### config.mk
export PLATFORM = sky130hd
export DESIGN_NAME = asg_challenge_ctrl_flat
export DESIGN_NICKNAME = d
export VERILOG_FILES = /design/src/rtl/asg_challenge_ctrl_if.sv /design/src/rtl/asg_challenge_ctrl.sv /design/src/flat_wrapper.sv
export SDC_FILE = /design/constraint.sdc
export NUM_CORES = 1
export LEC_CHECK = 0
export BUFFER_PORTS_ARGS = -buffer_cell sky130_fd_sc_hd__buf_2
export CAP_MARGIN = 25
export CORE_MARGIN = 10
export CORE_UTILIZATION = 35
export CTS_BUF_LIST = sky130_fd_sc_hd__clkbuf_8
export DETAILED_ROUTE_END_ITERATION = 10
export GPL_TIMING_DRIVEN = 1
export MAX_ROUTING_LAYER = met4
export PLACE_DENSITY = 0.59
export SLEW_MARGIN = 20
export SYNTH_ARGS = -nofsm -noshare
export SYNTH_HDL_FRONTEND = slang
export SYNTH_SLANG_ARGS = --single-unit
### constraint.sdc
create_clock -name clk -period 1.6 [get_ports clk]
set_input_delay 0 -clock clk [delete_from_list [all_inputs] [get_ports clk]]
set_output_delay 0 -clock clk [all_outputs]
set_load 0.02 [all_outputs]
### src/rtl/asg_challenge_ctrl_if.sv
// Challenge-controller bus: requester handshake plus the control lines toward the ASG.
// req is a level held by a requester until its ack pulse; ack is a one-cycle pulse and challenge is valid in that cycle.
interface asg_challenge_ctrl_if #(
  parameter int CH_BITS = 64
);
  logic [1:0]         req;
  logic               reseed;
  logic               asg_bit;
  logic [1:0]         ack;
  logic [CH_BITS-1:0] challenge;
  logic               busy;
  logic [1:0]         asg_load_sel;
  logic               asg_load;
  logic               asg_enable;

  modport master (
    output req, reseed, asg_bit,
    input  ack, challenge, busy, asg_load_sel, asg_load, asg_enable
  );

  modport slave (
    input  req, reseed, asg_bit,
    output ack, challenge, busy, asg_load_sel, asg_load, asg_enable
  );
endinterface

### src/rtl/asg_challenge_ctrl.sv
// Arbitrates two challenge requesters, seeds and warms the ASG when needed,
// then shifts CH_BITS ASG bits into a challenge word and acks the granted requester.
module asg_challenge_ctrl #(
  parameter int CH_BITS = 64,
  parameter int WARMUP  = 16
) (
  input  logic                  clk,
  input  logic                  reset,
  asg_challenge_ctrl_if.slave   bus,
  output logic [2:0]            dbg_state
);

  typedef enum logic [2:0] {
    IDLE    = 3'd0,
    LOAD    = 3'd1,
    WARM    = 3'd2,
    COLLECT = 3'd3,
    DONE    = 3'd4
  } state_t;

  localparam int MAXN = (CH_BITS > WARMUP) ? CH_BITS : WARMUP;
  localparam int CW   = $clog2(MAXN + 1);

  state_t             state, state_next;
  logic [CW-1:0]      cnt;
  logic               seeded;
  logic               grant, grant_next;
  logic               rr_ptr;
  logic [CH_BITS-1:0] challenge_q;

  logic [1:0]         ack_c;
  logic               busy_c;
  logic [1:0]         load_sel_c;
  logic               load_c;
  logic               enable_c;

  always_comb begin
    state_next = state;
    grant_next = grant;
    ack_c      = 2'b00;
    busy_c     = (state != IDLE);
    load_sel_c = 2'b00;
    load_c     = 1'b0;
    enable_c   = 1'b0;
    case (state)
      IDLE: begin
        if (|bus.req) begin
          // rr_ptr names the requester that was not granted last
          grant_next = bus.req[rr_ptr] ? rr_ptr : ~rr_ptr;
          state_next = (seeded && !bus.reseed) ? COLLECT : LOAD;
        end
      end
      LOAD: begin
        load_c     = 1'b1;
        load_sel_c = 2'(cnt);
        if (cnt == CW'(2)) state_next = (WARMUP == 0) ? COLLECT : WARM;
      end
      WARM: begin
        enable_c = 1'b1;
        if (cnt == CW'(WARMUP - 1)) state_next = COLLECT;
      end
      COLLECT: begin
        enable_c = 1'b1;
        if (cnt == CW'(CH_BITS - 1)) state_next = DONE;
      end
      DONE: begin
        ack_c      = grant ? 2'b10 : 2'b01;
        state_next = IDLE;
      end
      default: state_next = IDLE;
    endcase
  end

  always_ff @(posedge clk or negedge reset) begin
    if (!reset) begin
      state       <= IDLE;
      cnt         <= '0;
      seeded      <= 1'b0;
      grant       <= 1'b0;
      rr_ptr      <= 1'b0;
      challenge_q <= '0;
    end else begin
      state <= state_next;
      grant <= grant_next;
      if (state_next != state || state == IDLE) cnt <= '0;
      else                                      cnt <= cnt + CW'(1);
      if (state == IDLE && state_next != IDLE) rr_ptr <= ~grant_next;
      // A reseed always wins, so a pulse landing on the final LOAD cycle still forces a new seed
      if (bus.reseed)                               seeded <= 1'b0;
      else if (state == LOAD && state_next != LOAD) seeded <= 1'b1;
      if (state_next == COLLECT && state != COLLECT) challenge_q <= '0;
      else if (state == COLLECT) challenge_q <= {challenge_q[CH_BITS-2:0], bus.asg_bit};
    end
  end

  assign bus.ack          = ack_c;
  assign bus.busy         = busy_c;
  assign bus.asg_load_sel = load_sel_c;
  assign bus.asg_load     = load_c;
  assign bus.asg_enable   = enable_c;
  assign bus.challenge    = challenge_q;
  assign dbg_state        = state;

endmodule

### src/flat_wrapper.sv
// flat-port wrapper written by rule: the top's interface ports become plain ports
module asg_challenge_ctrl_flat 
#(
  parameter int CH_BITS = 64,
  parameter int WARMUP  = 16
)
  (clk, reset, dbg_state, bus_req, bus_reseed, bus_asg_bit, bus_ack, bus_challenge, bus_busy, bus_asg_load_sel, bus_asg_load, bus_asg_enable);
  asg_challenge_ctrl_if #(.CH_BITS(CH_BITS)) bus_i ();
  input  logic clk;
  input  logic reset;
  output logic [2:0] dbg_state;
  input wire logic [$bits(bus_i.req)-1:0] bus_req;
  input wire logic [$bits(bus_i.reseed)-1:0] bus_reseed;
  input wire logic [$bits(bus_i.asg_bit)-1:0] bus_asg_bit;
  output wire logic [$bits(bus_i.ack)-1:0] bus_ack;
  output wire logic [$bits(bus_i.challenge)-1:0] bus_challenge;
  output wire logic [$bits(bus_i.busy)-1:0] bus_busy;
  output wire logic [$bits(bus_i.asg_load_sel)-1:0] bus_asg_load_sel;
  output wire logic [$bits(bus_i.asg_load)-1:0] bus_asg_load;
  output wire logic [$bits(bus_i.asg_enable)-1:0] bus_asg_enable;
  assign bus_i.req = bus_req;
  assign bus_i.reseed = bus_reseed;
  assign bus_i.asg_bit = bus_asg_bit;
  assign bus_ack = bus_i.ack;
  assign bus_challenge = bus_i.challenge;
  assign bus_busy = bus_i.busy;
  assign bus_asg_load_sel = bus_i.asg_load_sel;
  assign bus_asg_load = bus_i.asg_load;
  assign bus_asg_enable = bus_i.asg_enable;
  asg_challenge_ctrl #(.CH_BITS(CH_BITS), .WARMUP(WARMUP)) u_core (.clk(clk), .reset(reset), .bus(bus_i), .dbg_state(dbg_state));
endmodule
==> flow_metrics.tcl <==
set metrics [dict create \
    post-place-cells 414 \
    yosys.cell_types.count 36 \
    ir_drop_v 0.000517 \
    setup-violations-final 71 \
    grt_usage_pct 11.9 \
    period_share_pct 106 \
    grt_first_pass_wirelength_um 12200 \
    slew-limit-headroom_pct 76.8 \
    antenna_found_initial 0 \
    power_leakage_nw 1.97 \
    dr.pass1.iters 4 \
    io_buffers 79 \
    crit_path_end_kind "flip-flop" \
    worstSkewPairLatency_ps 340 \
    period_minus_slack_ps 1690 \
    slowest_delay_ps 360 \
    remaining_drc_errors 0 \
    p_per_area_nw_per_um2 931 \
    crit_type "reg2reg" \
    hpwlAfterDp_um 4970 \
    crit_chain "ha_2 > and3_4 > nand3_2 > o211ai_1 > o21ai_4 > buf_12 > a22o_1" \
    final-hold-violation-count 0 \
    regToRegStartpoint "u_core.cnt[1]$_DFF_PN0_" \
    die_y_um 113 \
    whs_ps 68.9 \
    setup_ws_ps -89.5 \
    drive_gt1_share_pct 42.6 \
    grt_max_degree 40 \
    worst_pin_slew_ps 343 \
    max_freq_mhz 592 \
    yosys_warnings 0 \
    routed_wl_um 7250 \
    power_mw 3.71 \
    outcome "complete, but fails checks" \
    gp_congestion 0.704 \
    antennaDiodeCount 0 \
    initial_core_util_pct 36.4 \
    start_kind "flip-flop" \
    yosys_most_used_dff "dfrtp_1" \
    final_util_pct 47.8 \
    final_max_slew_viol_count 0 \
    cts_made_buffers 9 \
    via_per_inst 5.09 \
    avgSynthCellArea_um2 13.7 \
    synth-edff-count 0 \
    placed_cell_area_um2 3700 \
    clock_sinks 77 \
    place_ws_ps -148 \
    tritoncts "done" \
    synth_area_um2 3030 \
    cts-root-buf "clkbuf_8" \
    wire_per_inst_um 16.6 \
    reg2reg_depth 7 \
    grt_pass1_vias 2326 \
    violations "setup timing" \
    die_width_um 113 \
    coreArea_um2 8340 \
    initialDrtViolationCount 78 \
    rows 33 \
    stdcell_area_um2 3990 \
    path_clk_slew_ps 80 \
    nets 336 \
    r2r_slack_ps -90 \
    cpMaxStageDelayCell "dfrtp_1" \
    ios 80 \
    crit_fanout 35 \
    fillerInstances 770 \
    cts_htree_levels 3 \
    synth-async-reset-ratio_pct 100 \
    dieArea_um2 12800 \
    arrival_ps 1930 \
    area_delta_synth_final_pct 31.4 \
    fin_worst_skew_ps 4.59 \
    vias 2228 \
    multiInputGateArea_um2 996 \
    ys_seq_area_share_pct 63.5 \
    grt-ovfl-total 0 \
    rsz0062_at_grt "yes" \
    antenna_left 0 \
    synth_cells 221 \
    worstHoldPathType "in2async" \
    worstPathRequired_ps 1840 \
    cap_viol_max_count 0 \
    tns_ps -4590 \
    fin_cells 438 \
    synth_nets 229 \
    ys_ff_latch 77 \
    final-seq-area_um2 1930 \
    clk_path_buf_depth 2 \
    r2r_end "u_core.bus.challenge[55]$_DFFE_PN0P_" \
]
==> cell usage in the layout (no fill, tap or decap), types with 2 or more instances in the layout <==
master         netlist  final
clkinvlp_4           0      2
buf_2                6     78
nand3_2              0      2
inv_1                5      5
nand2_1              9      9
nand3_1              4      2
xnor2_1              3      3
a21oi_1              4      4
o211ai_1             2      2
clkinv_2             0      2
a22o_1              64     64
nor2_2               0      2
clkbuf_8             0     11
dfrtp_2              0      2
buf_4                1     23
buf_12               0      5
and3_1               3      3
dfrtp_1             77     75
nor2_1              11      9
dlygate4sd3_1        0      5
==> repair_timing <==
action	CTS	global route
hold buffers	6	0
setup endpoints to repair	71	72
resized for setup	2	4
cloned	0	0
buffers inserted	1	2
pin swaps	2	1
endpoints found under the hold margin	82	0
==> flip-flops by register name, indices dropped and copies added, names as in the netlist <==
register / flops
u_core.bus.challenge: 64
u_core.cnt: 7
u_core.rr_ptr: 1
u_core.dbg_state: 3
u_core.seeded: 1
u_core.grant: 1
==> critical path, delay by kind of cell, from the launching register on <==
family	cells	cell delay, ps
AOI/OAI and AO/OA	3	590
DFF	1	360
buffers and inverters	1	180
adders and majority gates	1	190
and+or+nand+nor	2	240
==> power by group <==
part	internal (mW)	switching, mW	total, mW
registers	2.01	0.0539	2.06
clock network	0.648	0.728	1.38
logic	0.110	0.165	0.275
==> how the worst max path moves through the flow <==
stage / startpoint / endpoint / slack (ps) / cells after the start
after detailed placement: u_core.cnt[1]$_DFF_PN0_ / u_core.cnt[4]$_DFF_PN0_ / -150 / 6
after global routing: u_core.cnt[1]$_DFF_PN0_ / u_core.bus.challenge[57]$_DFFE_PN0P_ / -200 / 7
after CTS: u_core.cnt[1]$_DFF_PN0_ / u_core.bus.challenge[15]$_DFFE_PN0P_ / -90 / 7
final: u_core.cnt[1]$_DFF_PN0_ / u_core.bus.challenge[55]$_DFFE_PN0P_ / -90 / 7
after floorplan: u_core.dbg_state[1]$_DFF_PN0_ / u_core.bus.challenge[0]$_DFFE_PN0P_ / -80 / 7
after global placement: u_core.cnt[1]$_DFF_PN0_ / u_core.cnt[4]$_DFF_PN0_ / -110 / 6
==> kinds of logic (layout without fill, tap and decap cells) <==
| family | Yosys count | count (layout) | share of synthesized area, % |
|---|---|---|---|
| AOI/OAI and AO/OA | 78 | 78 | 21.9 |
| DFF | 77 | 77 | 63.5 |
| and+or+nand+nor | 39 | 39 | 7.84 |
| buffers and inverters | 21 | 133 | 4.70 |
| xor gates and xnor gates | 4 | 4 | 1.16 |
| adders and majority gates | 2 | 2 | 0.825 |
==> routing by layer <==
| layer | wire, um | share of wire (%) | vias to the layer above | global-route usage, % |
|---|---|---|---|---|
| met5 | 0 | 0 | - | - |
| met4 | 83 | 1.1 | 0 | 3.64 |
| met3 | 324 | 4.5 | 5 | 4.38 |
| met2 | 3440 | 47 | 50 | 17.8 |
| met1 | 3410 | 47 | 1135 | 14.7 |
| li1 | - | - | 1038 | - |
==> cell type report <==
class / instances / share of cell area (%)
inverter: 5 / 0.471
timing repair buffer: 112 / 18.2
clock buffer: 11 / 3.80
sequential: 77 / 48.4
multi-input combinational: 123 / 25.0
tap: 105 / 3.30
clock inverter: 5 / 0.848
==> cell usage after synthesis, drive strengths merged (2+ instances only) <==
cell    number  area [um^2]
dfrtp       77         1930
a22o        64          561
buf         14          116
nor2        11         41.3
nand2        9         33.8
inv          5         18.8
a21oi        4         20.0
and3         4         30.0
nand3        4         20.0
o21ai        3         30.0
xnor2        3         26.3
clkbuf       2         7.51
ha           2         25.0
nor3         2         26.3
o211ai       2         15.0
Power figures use the tool's default switching activity.
